===== config.mk =====
export PLATFORM = sky130hd
export DESIGN_NAME = divider_seq_ctrl
export DESIGN_NICKNAME = d
export VERILOG_FILES = /design/src/rtl/au_pkg.sv /design/src/rtl/restoring_divider_cell.sv /design/src/rtl/divider_seq_ctrl.sv
export SDC_FILE = /design/constraint.sdc
export NUM_CORES = 1
export LEC_CHECK = 0
export ABC_CLOCK_PERIOD_IN_PS = 6200
export CAP_MARGIN = 0
export CORE_MARGIN = 4
export CORE_UTILIZATION = 39
export CTS_CLUSTER_SIZE = 14
export DETAILED_ROUTE_END_ITERATION = 6
export PLACE_DENSITY = 0.68
export SYNTH_ARGS = -nofsm -noshare
export SYNTH_HDL_FRONTEND = slang
export SYNTH_SLANG_ARGS = --single-unit
export TNS_END_PERCENT = 20

===== constraint.sdc =====
create_clock -name clk -period 6.2 [get_ports clk]
set_input_delay 1.24 -clock clk [delete_from_list [all_inputs] [get_ports clk]]
set_output_delay 1.24 -clock clk [all_outputs]
set_load 0.1 [all_outputs]

===== src/rtl/au_pkg.sv =====
// Shared arithmetic-unit definitions.
//
// Contents:
//   AU_WIDTH    - operand width of the AU buses (4)
//   DIV_STEPS   - quotient bits per division, one per sequential step (4)
//   div_state_t - control states of the sequential divider

package au_pkg;

  localparam int unsigned AU_WIDTH  = 4;
  localparam int unsigned DIV_STEPS = 4;

  typedef enum logic [1:0] {
    IDLE = 2'd0,
    RUN  = 2'd1,
    DONE = 2'd2
  } div_state_t;

endpackage


===== src/rtl/restoring_divider_cell.sv =====
// One step of restoring division.
//
// The partial remainder is shifted left, the next dividend bit is brought in,
// and the divisor is subtracted when it fits.
//
// Ports:
//   partial_rem_in  in  WIDTH  remainder carried in from the previous step
//   dividend_bit    in  1      next dividend bit, MSB first
//   divisor         in  WIDTH  denominator
//   partial_rem_out out WIDTH  remainder after this step
//   quotient_bit    out 1      1 when the divisor was subtracted
//
// A zero divisor always "fits", so the quotient bits come out as all ones and
// the remainder accumulates the dividend unchanged.

module restoring_divider_cell #(
  parameter int unsigned WIDTH = 4
) (
  input  logic [WIDTH-1:0] partial_rem_in,
  input  logic             dividend_bit,
  input  logic [WIDTH-1:0] divisor,
  output logic [WIDTH-1:0] partial_rem_out,
  output logic             quotient_bit
);

  logic [WIDTH:0] shifted;
  logic [WIDTH:0] divisor_ext;
  logic [WIDTH:0] diff;

  assign shifted     = {partial_rem_in, dividend_bit};
  assign divisor_ext = {1'b0, divisor};
  assign diff        = shifted - divisor_ext;

  always_comb begin
    quotient_bit    = 1'b0;
    partial_rem_out = shifted[WIDTH-1:0];
    if (shifted >= divisor_ext) begin
      quotient_bit    = 1'b1;
      // The difference is below the divisor, so it always fits in WIDTH bits.
      partial_rem_out = diff[WIDTH-1:0];
    end
  end

endmodule


===== src/rtl/divider_seq_ctrl.sv =====
// Sequential 4-bit restoring divider: one quotient bit per clock using a
// single restoring_divider_cell, with valid/ready handshakes on both sides.
//
// Ports:
//   clk        in   1      clock, rising edge
//   rst_n      in   1      synchronous active-low reset
//   in_valid   in   1      operand pair valid
//   in_ready   out  1      operands accepted (IDLE only)
//   dividend   in   WIDTH  numerator, captured on input handshake
//   divisor    in   WIDTH  denominator, captured on input handshake
//   out_valid  out  1      result valid (DONE only)
//   out_ready  in   1      consumer accepts result
//   quotient   out  WIDTH  registered quotient
//   remainder  out  WIDTH  registered remainder
//   div_zero   out  1      captured divisor was zero
//   busy       out  1      RUN or DONE
//
// Build option: define DIV_ZERO_FASTPATH_EN to resolve a zero divisor after a
// single cycle instead of running the four division steps. The result
// (quotient all ones, remainder = dividend, div_zero set) is the same either way.

module divider_seq_ctrl
  import au_pkg::*;
#(
  parameter int unsigned WIDTH = AU_WIDTH
) (
  input  logic             clk,
  input  logic             rst_n,
  input  logic             in_valid,
  output logic             in_ready,
  input  logic [WIDTH-1:0] dividend,
  input  logic [WIDTH-1:0] divisor,
  output logic             out_valid,
  input  logic             out_ready,
  output logic [WIDTH-1:0] quotient,
  output logic [WIDTH-1:0] remainder,
  output logic             div_zero,
  output logic             busy
);

  localparam int unsigned CntW = $clog2(WIDTH);

  div_state_t       state_q, state_d;
  logic [CntW-1:0]  cnt_q, cnt_d;
  logic [WIDTH-1:0] dividend_q, dividend_d;
  logic [WIDTH-1:0] divisor_q, divisor_d;
  logic [WIDTH-1:0] rem_q, rem_d;
  logic [WIDTH-1:0] quo_q, quo_d;
  logic             div_zero_q, div_zero_d;

  logic [WIDTH-1:0] cell_rem;
  logic             cell_qbit;

  restoring_divider_cell #(
    .WIDTH (WIDTH)
  ) u_cell (
    .partial_rem_in  (rem_q),
    .dividend_bit    (dividend_q[cnt_q]),
    .divisor         (divisor_q),
    .partial_rem_out (cell_rem),
    .quotient_bit    (cell_qbit)
  );

  always_ff @(posedge clk) begin
    if (!rst_n) begin
      state_q    <= IDLE;
      cnt_q      <= '0;
      dividend_q <= '0;
      divisor_q  <= '0;
      rem_q      <= '0;
      quo_q      <= '0;
      div_zero_q <= 1'b0;
    end else begin
      state_q    <= state_d;
      cnt_q      <= cnt_d;
      dividend_q <= dividend_d;
      divisor_q  <= divisor_d;
      rem_q      <= rem_d;
      quo_q      <= quo_d;
      div_zero_q <= div_zero_d;
    end
  end

  always_comb begin
    state_d    = state_q;
    cnt_d      = cnt_q;
    dividend_d = dividend_q;
    divisor_d  = divisor_q;
    rem_d      = rem_q;
    quo_d      = quo_q;
    div_zero_d = div_zero_q;

    unique case (state_q)
      IDLE: begin
        if (in_valid) begin
          dividend_d = dividend;
          divisor_d  = divisor;
          div_zero_d = (divisor == '0);
          rem_d      = '0;
          quo_d      = '0;
          cnt_d      = CntW'(DIV_STEPS - 1);
          state_d    = RUN;
`ifdef DIV_ZERO_FASTPATH_EN
          // Preload the known zero-divisor result; one RUN cycle then DONE.
          if (divisor == '0) begin
            quo_d = '1;
            rem_d = dividend;
            cnt_d = '0;
          end
`endif
        end
      end

      RUN: begin
`ifdef DIV_ZERO_FASTPATH_EN
        if (!div_zero_q) begin
          rem_d = cell_rem;
          quo_d = {quo_q[WIDTH-2:0], cell_qbit};
        end
`else
        rem_d = cell_rem;
        quo_d = {quo_q[WIDTH-2:0], cell_qbit};
`endif
        cnt_d = cnt_q - CntW'(1);
        if (cnt_q == '0) begin
          state_d = DONE;
        end
      end

      DONE: begin
        // Returning to IDLE here never accepts in the same cycle.
        if (out_ready) begin
          state_d = IDLE;
        end
      end

      default: begin
        state_d = IDLE;
      end
    endcase
  end

  assign in_ready  = (state_q == IDLE);
  assign out_valid = (state_q == DONE);
  assign busy      = (state_q == RUN) || (state_q == DONE);
  assign quotient  = quo_q;
  assign remainder = rem_q;
  assign div_zero  = div_zero_q;

endmodule


Yosys cells after proc, flatten, opt, wreduce, memory -nomap -nowiden. Index checks and enable logic that the tools add are counted.

$add $sub $neg: 2. $lt $le $gt $ge: 2. Equal/unequal tests: 5. Mux-type cells: 13. Reductions and logical operators: 8.

Operator list (number): case mux 4 bit (2 select lines) (2); 2-to-1 mux 2 bit (4); 2-to-1 mux 4 bit (2); case mux 2 bit (3 select lines) (1); >= comparator 5 x 4 -> 1 bit (1); zero test 2 bit (2); zero test 4 bit (1); != test 2 bit, second input constant (2); case mux 2 bit (2 select lines) (1); AND reduction 2 bit (2); subtractor 4 bit (1); < comparator 2 x 3 -> 1 bit, second input constant (1); AND reduction 3 bit (1); binary-select mux 1 bit (select 2 bit) (1); == test 2 x 1 -> 1 bit, second input constant (1); == test 2 bit, second input constant (1); 2-to-1 mux 1 bit (2); != test 2 x 1 -> 1 bit, second input constant (1); nonzero test 2 bit (1); subtractor 2 x 1 -> 2 bit, second input constant (1); logical OR 1 bit (1).

Register bits: 21. Input port bits: 12.

Depth between registers and ports, before layout. Gate-level depths: netlist of the first run.

Depth after elaboration: 5. Depth in mapped cells: 7. Mapped depth without buffers: 7.

Modules after synthesis. From an unflattened synthesis of the first run, not the netlist that was laid out.

Cells, all modules: 145. Area total of the unflattened synthesis: 1308.8 um2.

Modules (own cells, without submodules): divider_seq_ctrl (instances 1, cells an instance 117, area each 1084.8 um2, sequential area each 420.4 um2); restoring_divider_cell (instances 1, cells an instance 28, area each 224.0 um2, sequential area each 0.0 um2).

Least setup slack after synthesis of the first run. Ideal clock, no wire load.

Path type: reg-to-output. From: register state_q[0]. To: output port in_ready. Data arrival time: 1.242 ns. Path slack: 3.718 ns. Stages on the path, launching flop included: 3. Buffers on the path: 0. Cell sequence: dfxtp_1 -> inv_1 -> ha_1.

Longest elaborated chain between the ends: 1.

RTL lines: start, declared (RTL line divider_seq_ctrl.sv:43) `div_state_t state_q, state_d;`; start signal, assigned (RTL line divider_seq_ctrl.sv:74) `state_q <= state_d;`; zero test 2 bit (RTL line divider_seq_ctrl.sv:143) `assign in_ready = (state_q == IDLE);`; end, declared (RTL line divider_seq_ctrl.sv:30) `output logic in_ready,`.

Every way passes these cells.

Worst setup path in the final report of the first run. Ends and elaborated chain as after synthesis.

==> run metrics, run 1 <==
Fmax=between 0.2 and 0.3 GHz; Synth cell types=36; adder-cell share of the synthesized area=a little over a tenth; share of cells above drive strength 1=10.6%; largest net degree at the start of global routing=18; fin crit period=between 3 and 4 ns; crit end category=output port; HP Class=reg2reg; Synth Area per Inst=8.73 µm²; M1 WL=992 µm; Final WS setup=2.80 ns; synth warn=0; dpl hpwl=1860 µm; final WL=2320 µm; DR iter-0 viols=23; cts bufs inserted=3; worst-case clock buffer depth=2; flop-to-flop setup slack=between 3 and 4 ns; worst setup path endpoint=in_ready; core area=2590 µm²; RSZ-0062 raised after global routing=no; #FFs+latches synth=21; Max Used Layer=met4; Slew Viols, Final=0; clk root buf=clkbuf_4; sequential share of the synthesized area=a little under two fifths; initial core utilization=roughly 42%; mux cell area share after synthesis=about 4.8%; diodes inserted=0; clock latency on the worst-skew pair=roughly 0.3 ns; Max FO, Critical Path=6; cells resized by post-CTS repair=0; routed wl met2=approximately 1200 µm; Synth-to-Final Area Change=26.2%; pwr/cell area=approximately 450 nW/µm²; antenna violations before repair=0; Global Route Usage Sum=about 14%; Die H=between 60 and 70 µm; Critical Path Start Type=flop; post-layout util=~54%; number of port buffers=23; hold_ws=0.465 ns; CTS clk-pin slew, worst paths=about 0.12 ns; GPL Wtd Cong=0.758; Top Ports=24; Tightest Pin Transition=between 0.9 and 1 ns; fin crit share=about 55%; commonest non-fill, non-tap cell in the layout=nand2_1; Synth Area in Compound Gates=approximately 19%; crit path DAT=roughly 2.2 ns; vias=between 900 and 1000; status=finished, final reports clean; Initial DRT Pass Iterations=4; clk_skew=between 0.006 and 0.007 ns; Synth Area in Simple Gates=between 20% and 30%; first-pass GRT wire length=between 3000 and 4000 µm; R2R Path Start=cnt_q[0]; mapped cell area=approximately 1100 µm²; Die Area=3730 µm²; reg2reg end=remainder[1]; grt ovf=0; origin of the worst setup path=state_q[0]; Crit path required time=just under 5 ns; cts hold-fix bufs=0; largest family of logic cells by synthesized area=simple AND/OR/NAND/NOR gates; Final Hold Viols=0; Top FF cell, synth=dfxtp_1; Mapped Cells=126; Rows=18; Power Total=0.622 mW; # nets final=about 170; Pleak=0.531 nW; # DRC=0; Die Wd=61.1 µm; xor/xnor share of the synthesized area=less than 1%; CTS H-tree depth=1; most frequent cells in the layout=nand2_1, clkdlybuf4s50_1, dfxtp_1; Synthesized Nets=147; ys async rst share=0%; vias in the first global route=around 920; Vias/cell=5.20; post-CTS setup buffers=0; crit path kind=reg2out; setup violators final=0; clk sinks=21; FF-to-FF path depth=6; DR WL/cell=12.8 µm; EDFF count, synth=0; MaxCap Viol Count=0; Place WS=between 3 and 4 ns; Peak VDD IR=332 µV; Met3 Wirelength=133 µm; slew margin rel.=between 30% and 40%; CTS tree=built; setup tns final=0 ns; Routed Antenna Nets=0
state kept, by name, summed over array words and instances, names as in the netlist:
| signal | count |
|---|---|
| divisor_q | 4 |
| quotient | 4 |
| cnt_q | 2 |
| state_q | 2 |
| div_zero | 1 |
| dividend_q | 4 |
| remainder | 4 |
final cells by class:
class	count	area [µm²]
Fill cell	276	1200
Multi-Input combinational cell	91	627
Sequential cell	21	420
Timing Repair Buffer	23	230
Inverter	12	45.0
Tap cell	30	37.5
Clock buffer	3	22.5
Clock inverter	1	5.00
cell families (layout without fill, tap and decap cells):
logic type	after synthesis	count (layout)
AOI/OAI and AO/OA	27	27
xor gates and xnor gates	1	1
adders and majority gates	9	9
buffers and inverters	14	39
DFF	21	21
muxes	4	4
and+or+nand+nor	50	50
worst max-delay path: stages (launching register included):
cell             delay (ns)
dfxtp_1                0.34
inv_1                  0.09
ha_1                   0.27
clkdlybuf4s50_1        1.17
stage by stage:
stage | cell area (µm²) | std cells
global placement | 1360 | 177
floorplan | 1100 | 126
finish | 1390 | 181
detailed placement | 1360 | 177
CTS | 1390 | 181
global route | 1390 | 181
power breakdown:
part | internal, mW | switching (mW) | leakage, nW | total, mW
registers | 0.160 | 0.0195 | 0.172 | 0.180
logic | 0.121 | 0.256 | 0.342 | 0.377
clock network | 0.0241 | 0.0415 | 0.0177 | 0.0656
metal layers:
metal | global-route usage (%) | up-vias
met3 | 4.82 | 2
met4 | 1.86 | 0
met2 | 25.5 | 25
met5 | 0 | -
li1 | - | 486
met1 | 16.6 | 429
worst min path at each step:
stage | start | end | cells after the start
floorplan | dividend_q[2] | dividend_q[2] | 2
global placement | div_zero | div_zero | 2
detailed placement | div_zero | div_zero | 2
CTS | div_zero | div_zero | 2
global route | divisor_q[3] | divisor_q[3] | 2
finish | div_zero | div_zero | 2
cell usage after synthesis, types with 2 or more instances:
cell type  instances  area (µm²)
a22oi_1            3        22.5
mux2i_1            3        30.0
and2_1             3        18.8
a21oi_1           10        50.1
ha_1               8         100
o211ai_1           3        22.5
a21o_1             2        15.0
nand3_1            2        10.0
nor2_1             7        26.3
nand2_1           27         101
or4_2              2        17.5
clkbuf_1           2        7.51
inv_1             11        41.3
dfxtp_1           21         420
No activity file was read; power rests on OpenSTA's default activity.
==> inputs of run 2 (changes only) <==
Settings changed: ABC_CLOCK_PERIOD_IN_PS 6200 to 2800, PLACE_DENSITY 0.68 to 0.71.
Clock period 6.2 ns to 2.8 ns, I/O delays scaled along.
==> run metrics, run 2 (synthesis results as in run 1) <==
crit end category=flop; Peak VDD IR=about 710 µV; register area=between 400 and 500 µm²; CP max stage delay=about 0.66 ns; final WL=2250 µm; cts bufs inserted=3; fillers=about 260; status=finished, final reports clean; crit path cell chain=mux4_2, inv_1, ha_1, fa_1, or4_2, o211ai_1; commonest non-fill, non-tap cell in the layout=nand2_1; DR iter-0 viols=25; CTS H-tree depth=1; setup tns final=0 ns; CTS tree=built; Critical Path Start Type=flop; Tightest Pin Transition=roughly 0.56 ns; setup violators final=0; CTS clk-pin slew, worst paths=between 0.1 and 0.15 ns; routed wl met2=1100 µm; Met3 Wirelength=between 100 and 150 µm; crit path DAT=2.67 ns; post-layout util=52.5%; Max FO, Critical Path=3; post-CTS setup buffers=0; antenna violations before repair=0; slew margin rel.=61.9%; first-pass GRT wire length=approximately 4000 µm; Crit path required time=a little over 3 ns; most frequent cells in the layout=nand2_1, dfxtp_1, buf_4; Fmax=0.413 GHz; Die Area=approximately 3700 µm²; Power Total=1.37 mW; fin crit period=roughly 2.4 ns; Rows=18; clk sinks=21; cts hold-fix bufs=0; MaxCap Viol Count=0; core area=~2600 µm²; GPL Wtd Cong=roughly 0.77; Final Hold Viols=0; Die H=approximately 61 µm; vias=between 900 and 1000; Crit-path slowest cell=or4_2; fin crit share=86.4%; clk root buf=clkbuf_4; DR WL/cell=12.5 µm; M1 WL=a little over 1000 µm; CP Buf/Inv Count=1; Vias/cell=5.25; vias in the first global route=927; largest net degree at the start of global routing=18; Synth-to-Final Area Change=23.7%; RSZ-0062 raised after global routing=no; clock latency on the worst-skew pair=about 0.31 ns; Routed Antenna Nets=0; pwr/cell area=slightly above 1000 nW/µm²; initial core utilization=between 40% and 50%; Max Used Layer=met4; Initial DRT Pass Iterations=4; number of port buffers=23; cells resized by post-CTS repair=0; HP Class=reg2reg; Top Ports=24; Slew Viols, Final=0; Pleak=0.549 nW; crit path kind=reg2reg; Die Wd=between 60 and 70 µm; dpl hpwl=roughly 1800 µm; # DRC=0; # nets final=173; CP delay by family, top=simple AND/OR/NAND/NOR gates; clk_skew=0.00255 ns; Global Route Usage Sum=between 10% and 20%; worst-case clock buffer depth=2; diodes inserted=0; share of cells above drive strength 1=18.5%; grt ovf=0; footprint of the multi-input gates=around 630 µm²
-- run 2: worst reg2reg max path, cell delays in order, from the launching register on --
cell	delay [ns]
dfxtp_1	0.40
mux4_2	0.53
inv_1	0.07
ha_1	0.18
fa_1	0.41
or4_2	0.66
o211ai_1	0.10
-- run 2: final timing paths --
path / startpoint / endpoint / slack, ns / cells past startpoint
worst max register to register: cnt_q[0] / remainder[1] / 0.38 / 6
worst max-delay path: cnt_q[0] / remainder[1] / 0.38 / 6
worst min-delay path: dividend_q[0] / dividend_q[0] / 0.46 / 2
worst min register to register: dividend_q[0] / dividend_q[0] / 0.46 / 2
-- run 2: per-stage QoR --
stage	hold WS, ns	instance area [µm²]	cells	worst slack, ns
after global placement	0.441	1330	177	0.454
after floorplan	0.433	1100	126	0.353
after detailed placement	0.451	1330	177	0.419
final	0.465	1360	181	0.380
after global routing	0.487	1360	181	0.256
after CTS	0.468	1360	181	0.385
-- run 2: power by group --
part	switching [mW]	total [mW]	leakage, nW	internal (mW)
logic	0.565	0.820	0.364	0.255
clock network	0.0999	0.154	0.0139	0.0546
registers	0.0429	0.398	0.172	0.355
-- run 2: metal layers --
| layer | global-route usage [%] | vias up |
|---|---|---|
| li1 | - | 489 |
| met1 | 18.4 | 440 |
| met2 | 23.1 | 19 |
| met3 | 4.40 | 2 |
| met4 | 3.72 | 0 |
| met5 | 0 | - |
-- run 2: layout make-up --
class,instances,share of cell area [%]
sequential,21,30.9
inverter,12,3.31
timing repair buffer,23,14.7
tap,30,2.76
multi-input combinational,91,46.1
clock inverter,1,0.552
clock buffer,3,1.66
